<file path="src/rtl/obi_arb_pkg.sv">
// Shared types for the OBI round-robin arbiter.
package obi_arb_pkg;

   typedef enum logic [1:0] {
      IDLE,
      ADDR,
      RESP
   } arb_state_e;

   localparam int unsigned MAX_REQ = 8;

endpackage

</file>
<file path="src/rtl/rr_pick.sv">
// Round-robin winner selection: rotate by the priority pointer, find-first, rotate back.
module rr_pick
   import obi_arb_pkg::*;
#(
   parameter  int unsigned NUM_REQ = 2,
   localparam int unsigned IDXW    = (NUM_REQ > 1) ? $clog2(NUM_REQ) : 1
) (
   input  logic [NUM_REQ-1:0] req,
   input  logic [IDXW-1:0]    prio,
   output logic [IDXW-1:0]    winner,
   output logic               any_valid
);

   logic [2*NUM_REQ-1:0] dbl;
   logic [NUM_REQ-1:0]   rot;
   logic [IDXW-1:0]      first;
   logic                 found;
   logic [IDXW:0]        sum;

   always_comb begin
      dbl   = {req, req};
      // rot[i] corresponds to initiator (i + prio) mod NUM_REQ
      rot   = dbl[prio +: NUM_REQ];
      first = '0;
      found = 1'b0;
      for (int i = 0; i < NUM_REQ; i++) begin
         if (rot[i] && !found) begin
            found = 1'b1;
            first = IDXW'(i);
         end
      end
      sum = {1'b0, first} + {1'b0, prio};
      if (sum >= (IDXW + 1)'(NUM_REQ)) begin
         sum = sum - (IDXW + 1)'(NUM_REQ);
      end
      winner    = sum[IDXW-1:0];
      any_valid = |req;
   end

endmodule

</file>
<file path="src/rtl/obi_rr_arbiter.sv">
// Round-robin arbiter sharing one OBI target between NUM_REQ initiators, one transaction in
// flight, with the response routed back to the winning initiator.
module obi_rr_arbiter
   import obi_arb_pkg::*;
#(
   parameter  int unsigned NUM_REQ   = 2,
   parameter  int unsigned OBI_ADDRW = 32,
   parameter  int unsigned OBI_DATAW = 32,
   parameter  int unsigned OBI_STRBW = OBI_DATAW / 8,
   localparam int unsigned IDXW      = (NUM_REQ > 1) ? $clog2(NUM_REQ) : 1
) (
   input  logic                           clk_i,
   input  logic                           arst_ni,
   input  logic [NUM_REQ-1:0]             m_req_i,
   output logic [NUM_REQ-1:0]             m_gnt_o,
   output logic [NUM_REQ-1:0]             m_rvalid_o,
   input  logic [NUM_REQ-1:0]             m_we_i,
   input  logic [NUM_REQ*OBI_STRBW-1:0]   m_be_i,
   input  logic [NUM_REQ*OBI_ADDRW-1:0]   m_addr_i,
   input  logic [NUM_REQ*OBI_DATAW-1:0]   m_wdata_i,
   output logic [OBI_DATAW-1:0]           m_rdata_o,
   output logic                           s_req_o,
   input  logic                           s_gnt_i,
   input  logic                           s_rvalid_i,
   output logic                           s_we_o,
   output logic [OBI_STRBW-1:0]           s_be_o,
   output logic [OBI_ADDRW-1:0]           s_addr_o,
   output logic [OBI_DATAW-1:0]           s_wdata_o,
   input  logic [OBI_DATAW-1:0]           s_rdata_i
);

   arb_state_e      state_q, state_d;
   logic [IDXW-1:0] sel_q, sel_d;
   logic [IDXW-1:0] prio_q, prio_d;
   logic [IDXW-1:0] winner;
   logic            any_valid;

   rr_pick #(
      .NUM_REQ (NUM_REQ)
   ) u_pick (
      .req       (m_req_i),
      .prio      (prio_q),
      .winner    (winner),
      .any_valid (any_valid)
   );

   always_ff @(posedge clk_i or negedge arst_ni) begin
      if (!arst_ni) begin
         state_q <= IDLE;
         sel_q   <= '0;
         prio_q  <= '0;
      end else begin
         state_q <= state_d;
         sel_q   <= sel_d;
         prio_q  <= prio_d;
      end
   end

   always_comb begin
      state_d    = state_q;
      sel_d      = sel_q;
      prio_d     = prio_q;
      s_req_o    = 1'b0;
      m_gnt_o    = '0;
      m_rvalid_o = '0;
      unique case (state_q)
         IDLE: begin
            if (any_valid) begin
               sel_d   = winner;
               state_d = ADDR;
            end
         end
         ADDR: begin
            // Winner stays locked until granted, even if it drops its request.
            s_req_o = 1'b1;
            if (s_gnt_i) begin
               m_gnt_o[sel_q] = 1'b1;
               prio_d = (sel_q == IDXW'(NUM_REQ - 1)) ? '0 : sel_q + 1'b1;
               if (s_rvalid_i) begin
                  m_rvalid_o[sel_q] = 1'b1;
                  state_d           = IDLE;
               end else begin
                  state_d = RESP;
               end
            end
         end
         RESP: begin
            if (s_rvalid_i) begin
               m_rvalid_o[sel_q] = 1'b1;
               state_d           = IDLE;
            end
         end
         default: state_d = IDLE;
      endcase
   end

   always_comb begin
      s_we_o    = m_we_i[0];
      s_be_o    = m_be_i[OBI_STRBW-1:0];
      s_addr_o  = m_addr_i[OBI_ADDRW-1:0];
      s_wdata_o = m_wdata_i[OBI_DATAW-1:0];
      for (int i = 1; i < NUM_REQ; i++) begin
         if (sel_q == IDXW'(i)) begin
            s_we_o    = m_we_i[i];
            s_be_o    = m_be_i[i*OBI_STRBW +: OBI_STRBW];
            s_addr_o  = m_addr_i[i*OBI_ADDRW +: OBI_ADDRW];
            s_wdata_o = m_wdata_i[i*OBI_DATAW +: OBI_DATAW];
         end
      end
   end

   assign m_rdata_o = s_rdata_i;

`ifdef SIM
   logic inflight_q;

   always_ff @(posedge clk_i or negedge arst_ni) begin
      if (!arst_ni) begin
         inflight_q <= 1'b0;
      end else if (|m_gnt_o && !(|m_rvalid_o)) begin
         inflight_q <= 1'b1;
      end else if (|m_rvalid_o) begin
         inflight_q <= 1'b0;
      end
   end

   assert property (@(posedge clk_i) disable iff (!arst_ni) $onehot0(m_gnt_o));
   assert property (@(posedge clk_i) disable iff (!arst_ni) $onehot0(m_rvalid_o));
   assert property (@(posedge clk_i) disable iff (!arst_ni) |m_gnt_o |-> !inflight_q);
   assert property (@(posedge clk_i) disable iff (!arst_ni)
                    |m_rvalid_o |-> (|m_gnt_o || inflight_q));
   assert property (@(posedge clk_i) disable iff (!arst_ni)
                    (state_q == ADDR && !s_gnt_i) |-> !s_rvalid_i)
      else $error("target rvalid in address phase without gnt");
`endif

endmodule

</file>
<file path="config.mk">
export PLATFORM = sky130hd
export DESIGN_NAME = obi_rr_arbiter
export DESIGN_NICKNAME = d
export VERILOG_FILES = /design/src/rtl/obi_arb_pkg.sv /design/src/rtl/rr_pick.sv /design/src/rtl/obi_rr_arbiter.sv
export SDC_FILE = /design/constraint.sdc
export NUM_CORES = 1
export LEC_CHECK = 0
export ABC_AREA = 1
export CAP_MARGIN = 10
export CORE_AREA = 3 3 109 111
export CTS_CLUSTER_SIZE = 24
export DETAILED_ROUTE_END_ITERATION = 8
export DIE_AREA = 0 0 112 114
export GPL_TIMING_DRIVEN = 0
export HOLD_SLACK_MARGIN = 0.06
export RECOVER_POWER = 100
export SLEW_MARGIN = 20
export SYNTH_ARGS = -nofsm -noshare
export SYNTH_HDL_FRONTEND = slang
export SYNTH_HIERARCHICAL = 1
export SYNTH_SLANG_ARGS = --single-unit
</file>
<file path="constraint.sdc">
create_clock -name clk_i -period 1.5 [get_ports clk_i]
set_input_delay 0.3 -clock clk_i [delete_from_list [all_inputs] [get_ports clk_i]]
set_output_delay 0.3 -clock clk_i [all_outputs]
set_load 0.03 [all_outputs]
</file>
* Word-level counts from Yosys, hierarchy flattened
Index checks and enable logic that the tools add are counted.
** Cells by class
- Add/sub/neg operators :: 3
- Magnitude comparators :: 3
- Equal/unequal tests :: 5
- Shift-type cells :: 1
- Muxes and demuxes :: 21
- Reduce and logical (&&, ||, !) cells :: 8
** Operator list (count)
- $mux 32 :: 2
- $mux 2 :: 8
- $mux 1 :: 7
- $ne 2x2->1 const B :: 3
- $pmux 2 s3 :: 1
- $mux 4 :: 1
- $pmux 2 s2 :: 1
- $reduce_and 2->1 :: 2
- $shiftx 4x2->2 :: 1
- $reduce_and 3->1 :: 1
- $add 1x1->2 :: 1
- $eq 2x1->1 const B :: 1
- $eq 2x2->1 const B :: 1
- $ge 2x2->1 const B :: 1
- $logic_and 1x1->1 :: 2
- $logic_not 2->1 :: 1
- $lt 1x2->1 const B :: 1
- $reduce_or 2->1 :: 1
- $add 1x1->1 const B :: 1
- $demux 1 s1 :: 1
- $ge 1x1->1 const B :: 1
- $logic_not 1->1 :: 1
- $sub 1x1->1 const B :: 1
** Word-level totals
- Flip-flop bits (word level) :: 4
- Output and inout bits :: 106
- Logic and storage cells :: 44

* Logic depth before layout (Yosys ltp)
- Depth after elaboration :: 8
- Gate-level depth with buffers :: 6
- Gate-level depth less buffers :: 6

* Modules after synthesis
The synthesis kept the hierarchy.
** By module, submodules not included
- obi_rr_arbiter :: instances 1, cells an instance 293, area an instance 1430.1 µm², sequential area each 100.1 µm²
- rr_pick :: instances 1, cells an instance 4, area an instance 18.8 µm², sequential area each 0.0 µm²

* Worst setup path before layout
No wires, ideal clock.
- Path kind :: reg-to-output
- From :: register state_q[1]
- To :: output port m_rvalid_o[0]
- Data arrival time :: 1573 ps
- Path slack :: -373 ps
- Stages on the path, launching flop included :: 7
- Path buffers :: 0
- Cells stage by stage :: dfrtp_1 inv_1 ha_1 nand2_1 nand2_1 nand3_1 nor2_1
** Between the ends
- Word-level cells in the longest chain between the ends :: 2
** Ends and longest elaborated chain
- from (decl) :: RTL line obi_rr_arbiter.sv:32 : arb_state_e state_q, state_d;
- from (signal assigned) :: RTL line obi_rr_arbiter.sv:53 : state_q <= state_d;
- $eq 2x2->1 or $eq 2x1->1 (tied branches) :: RTL line obi_rr_arbiter.sv:66 : unique case (state_q)
- $pmux 2 s2 * :: RTL line obi_rr_arbiter.sv:66
- to (decl) :: RTL line obi_rr_arbiter.sv:16 : output logic [NUM_REQ-1:0] m_rvalid_o,
Every way passes the cells marked *; elsewhere a longest branch is shown, timed or not.

* Final worst setup path
- From :: register sel_q
- To :: output port s_wdata_o[17]
** Between the ends
- Word-level cells in the longest chain between the ends :: 1
** Ends and longest elaborated chain
- from (decl) :: RTL line obi_rr_arbiter.sv:33 : logic [IDXW-1:0] sel_q, sel_d;
- from (signal assigned) :: RTL line obi_rr_arbiter.sv:54 : sel_q <= sel_d;
- $mux 32 :: RTL line obi_rr_arbiter.sv:103 : if (sel_q == IDXW'(i)) begin
- to (decl) :: RTL line obi_rr_arbiter.sv:28 : output logic [OBI_DATAW-1:0] s_wdata_o,
No other way between the ends.

==> reports/metrics.csv <==
stage,metric,value,unit
floorplan,io pins,282,
clock_tree,clock sink count,4,
floorplan,Placement Rows,38,
critical_path,Slowest Stage Delay on Critical Path,0.43,ns
logic_synthesis,Yosys cell types,15,
logic_synthesis,number of warnings issued by yosys,6,
routing,drt first pass iters,4,
routing,met1 wire length,3530,µm
finish,Antenna diodes,0,
sta,PnR worst setup slack,-0.177,ns
global_routing,initial antenna violation count,0,
sta,clock skew,0.00449,ns
global_routing,gr usage total,12.5,%
critical_path,worst-path maximum fanout,7,
routing,final wirelength,10400,µm
critical_path,CP Data Arrival Time,1.38,ns
logic_synthesis,#FFs+latches synth,4,
sta,Final Hold Fails,0,
finish,fraction of final layout cells sized beyond drive strength 1,53.8,%
routing,Met2 Wirelength,5960,µm
place,Cells after DPL,686,
floorplan,Initial Utilization,13.3,%
place,hpwl dp,7640,µm
logic_synthesis,Cells after Synth,297,
sta,minimum clock period,1.68,ns
floorplan,core area,10900,µm²
critical_path,CP most frequent cell,buf_12,
critical_path,Setup CP Type,reg -> out,
critical_path,CP top delay family,buffers and inverters,
place,Placer Congestion,0.903,
place,Post-DP Area,4150,µm²
finish,most frequent cells in the layout,"clkdlybuf4s50_1, nand2_2, buf_6, nand2_4, nand2_1",
global_routing,GRT Residual Overflow,0,
clock_tree,TritonCTS buffer count,3,
place,Buffers on Ports,249,
logic_synthesis,post-synth top area cell,nand2_1,
finish,Area growth syn-to-layout,280,%
finish,"commonest non-fill, non-tap cell in the layout",clkdlybuf4s50_1,
finish,# fillers,1004,
clock_tree,clock-pin slew on the worst setup and hold paths,0.03,ns
outcome,status,"complete, but fails checks",
clock_tree,CTS tree,yes,
logic_synthesis,syn avg cell area,4.88,µm²
power,PnR Total Power,9.70,mW
routing,Top Metal Used,met4,
outcome,failing checks,negative setup slack,
power,VDD IR-drop max,0.857,mV
routing,DR WL/cell,14.7,µm
critical_path,CP Launch Type,flip-flop,
floorplan,die area,12800,µm²
clock_tree,Clock Tree Root,clkbuf_8,
global_routing,first-pass GRT wire length,13100,µm
power,Leakage,2.75,nW
finish,"final std cell area, no fill",5500,µm²
clock_tree,CTS HTree Levels,1,
critical_path,WP data required,1.20,ns
critical_path,worst-path cell chain,"buf_12, buf_12, clkbuf_16, nand2_4, nand2_2, buf_6",
finish,final core occ,50.5,%
min_path,hold crit path type,in -> async,
job,maximum capacitance violations,0,
clock_tree,Clock Tree Buf Depth,2,
routing,Final ANT Viol Nets,0,
floorplan,Die W,112,µm
sta,Achievable Freq,0.596,GHz
global_routing,largest net degree at the start of global routing,11,
finish,FF+latch area,103,µm²
finish,footprint of the multi-input gates,1740,µm²
sta,fin. max-slew vios,0,
finish,Finished Layout Cells,707,
logic_synthesis,top cell type's share of synthesized area,56.7,%
routing,vias per std cell,3.98,
logic_synthesis,largest cells by area after synthesis,"nand2_1, buf_4, dfrtp_1",
sta,max_slew headroom,78.1,%
clock_tree,worst-skew pair later-pin latency,0.23,ns
critical_path,Crit. End Element,output pin,
power,power density over the cells,1760,nW/µm²
sta,RSZ-0062 raised after global routing,yes,
finish,Post-layout nets,749,
floorplan,Die Y,114,µm
logic_synthesis,"Seq/Total Area, Yosys",6.91,%
sta,Worst Tran Pin Value,0.328,ns
routing,drt drc,0,
routing,First DRT Iteration DRCs,55,
sta,Final Setup Violations,73,
routing,vias post-DR,2815,
global_routing,vias in the first global route,2594,
critical_path,CP max stage cell,dfrtp_2,
sta,period utilisation layout,112,%
clock_tree,Post-CTS Hold Buffers,0,
logic_synthesis,Synthesized Nets,477,
critical_path,CP bufs+invs,4,
logic_synthesis,Mapped Area,1450,µm²
routing,met3 wire len,788,µm
[final timing paths]
| check | start | end | slack [ns] | cells past startpoint |
|---|---|---|---|---|
| max in group asynchronous | arst_ni | sel_q | 0.95 | 1 |
| worst max register to register | state_q[0] | state_q[1] | 0.33 | 6 |
| worst max-delay path | sel_q | s_wdata_o[17] | -0.18 | 6 |
| worst min register to register | prio_q | prio_q | 0.52 | 2 |
| worst min-delay path | arst_ni | state_q[1] | 0.35 | 1 |
| min in group clk_i | prio_q | prio_q | 0.52 | 2 |
[cell usage after synthesis]
cell type,number
a21oi_2,1
inv_1,7
buf_2,6
dfrtp_1,4
ha_1,4
or2_1,1
buf_4,33
o21ai_0,1
nand3_1,2
a21oi_1,1
nand4_1,2
nand2_1,219
nor2_1,7
buf_6,8
inv_6,1
[cell type report]
cell class	count	area share (%)
Multi-Input combinational cell	238	31.6
Timing Repair Buffer	265	52.2
Sequential cell	4	1.86
Inverter	8	1.07
Buffer	47	8.73
Timing Repair inverter	2	0.591
Tap cell	140	3.18
Clock buffer	3	0.750
[sequential cells by signal, indices dropped and copies added (netlist names)]
register and flops:
state_q 2, sel_q 1, prio_q 1
[stage by stage]
stage / setup slack [ns] / hold WS (ns) / setup TNS [ns]
2_1_floorplan: -0.0336 / 0.00441 / -0.0901
3_3_place_gp: -0.728 / 0.496 / -30.99
3_5_place_dp: -0.735 / 0.507 / -31.53
4_1_cts: -0.171 / 0.283 / -6.19
5_1_grt: -0.220 / 0.364 / -12.55
6_report: -0.177 / 0.351 / -8.91
[cells by family after synthesis]
logic type,synth area share (%)
and+or+nand+nor,60.5
buffers and inverters,27.8
adders and majority gates,3.45
DFF,6.91
AOI/OAI and AO/OA,1.29
[routing by layer]
metal	GRT usage, %	vias up
li1	-	1397
met1	13.4	1259
met2	25.0	148
met3	2.60	11
met4	2.88	0
met5	0	-
[where the power goes]
part	leakage (nW)	total, mW	switching, mW	internal [mW]
logic	2.68	9.23	4.99	4.23
clock network	0.0216	0.238	0.0658	0.172
registers	0.0472	0.239	0.0691	0.170
total	2.75	9.70	5.13	4.58
[timing repair]
item	CTS	global route
pin swaps	3	53
gates cloned	0	11
setup endpoints to repair	74	74
setup buffers	2	5
resized for setup	543	240
Note: power is estimated with default switching activity, not from simulation.
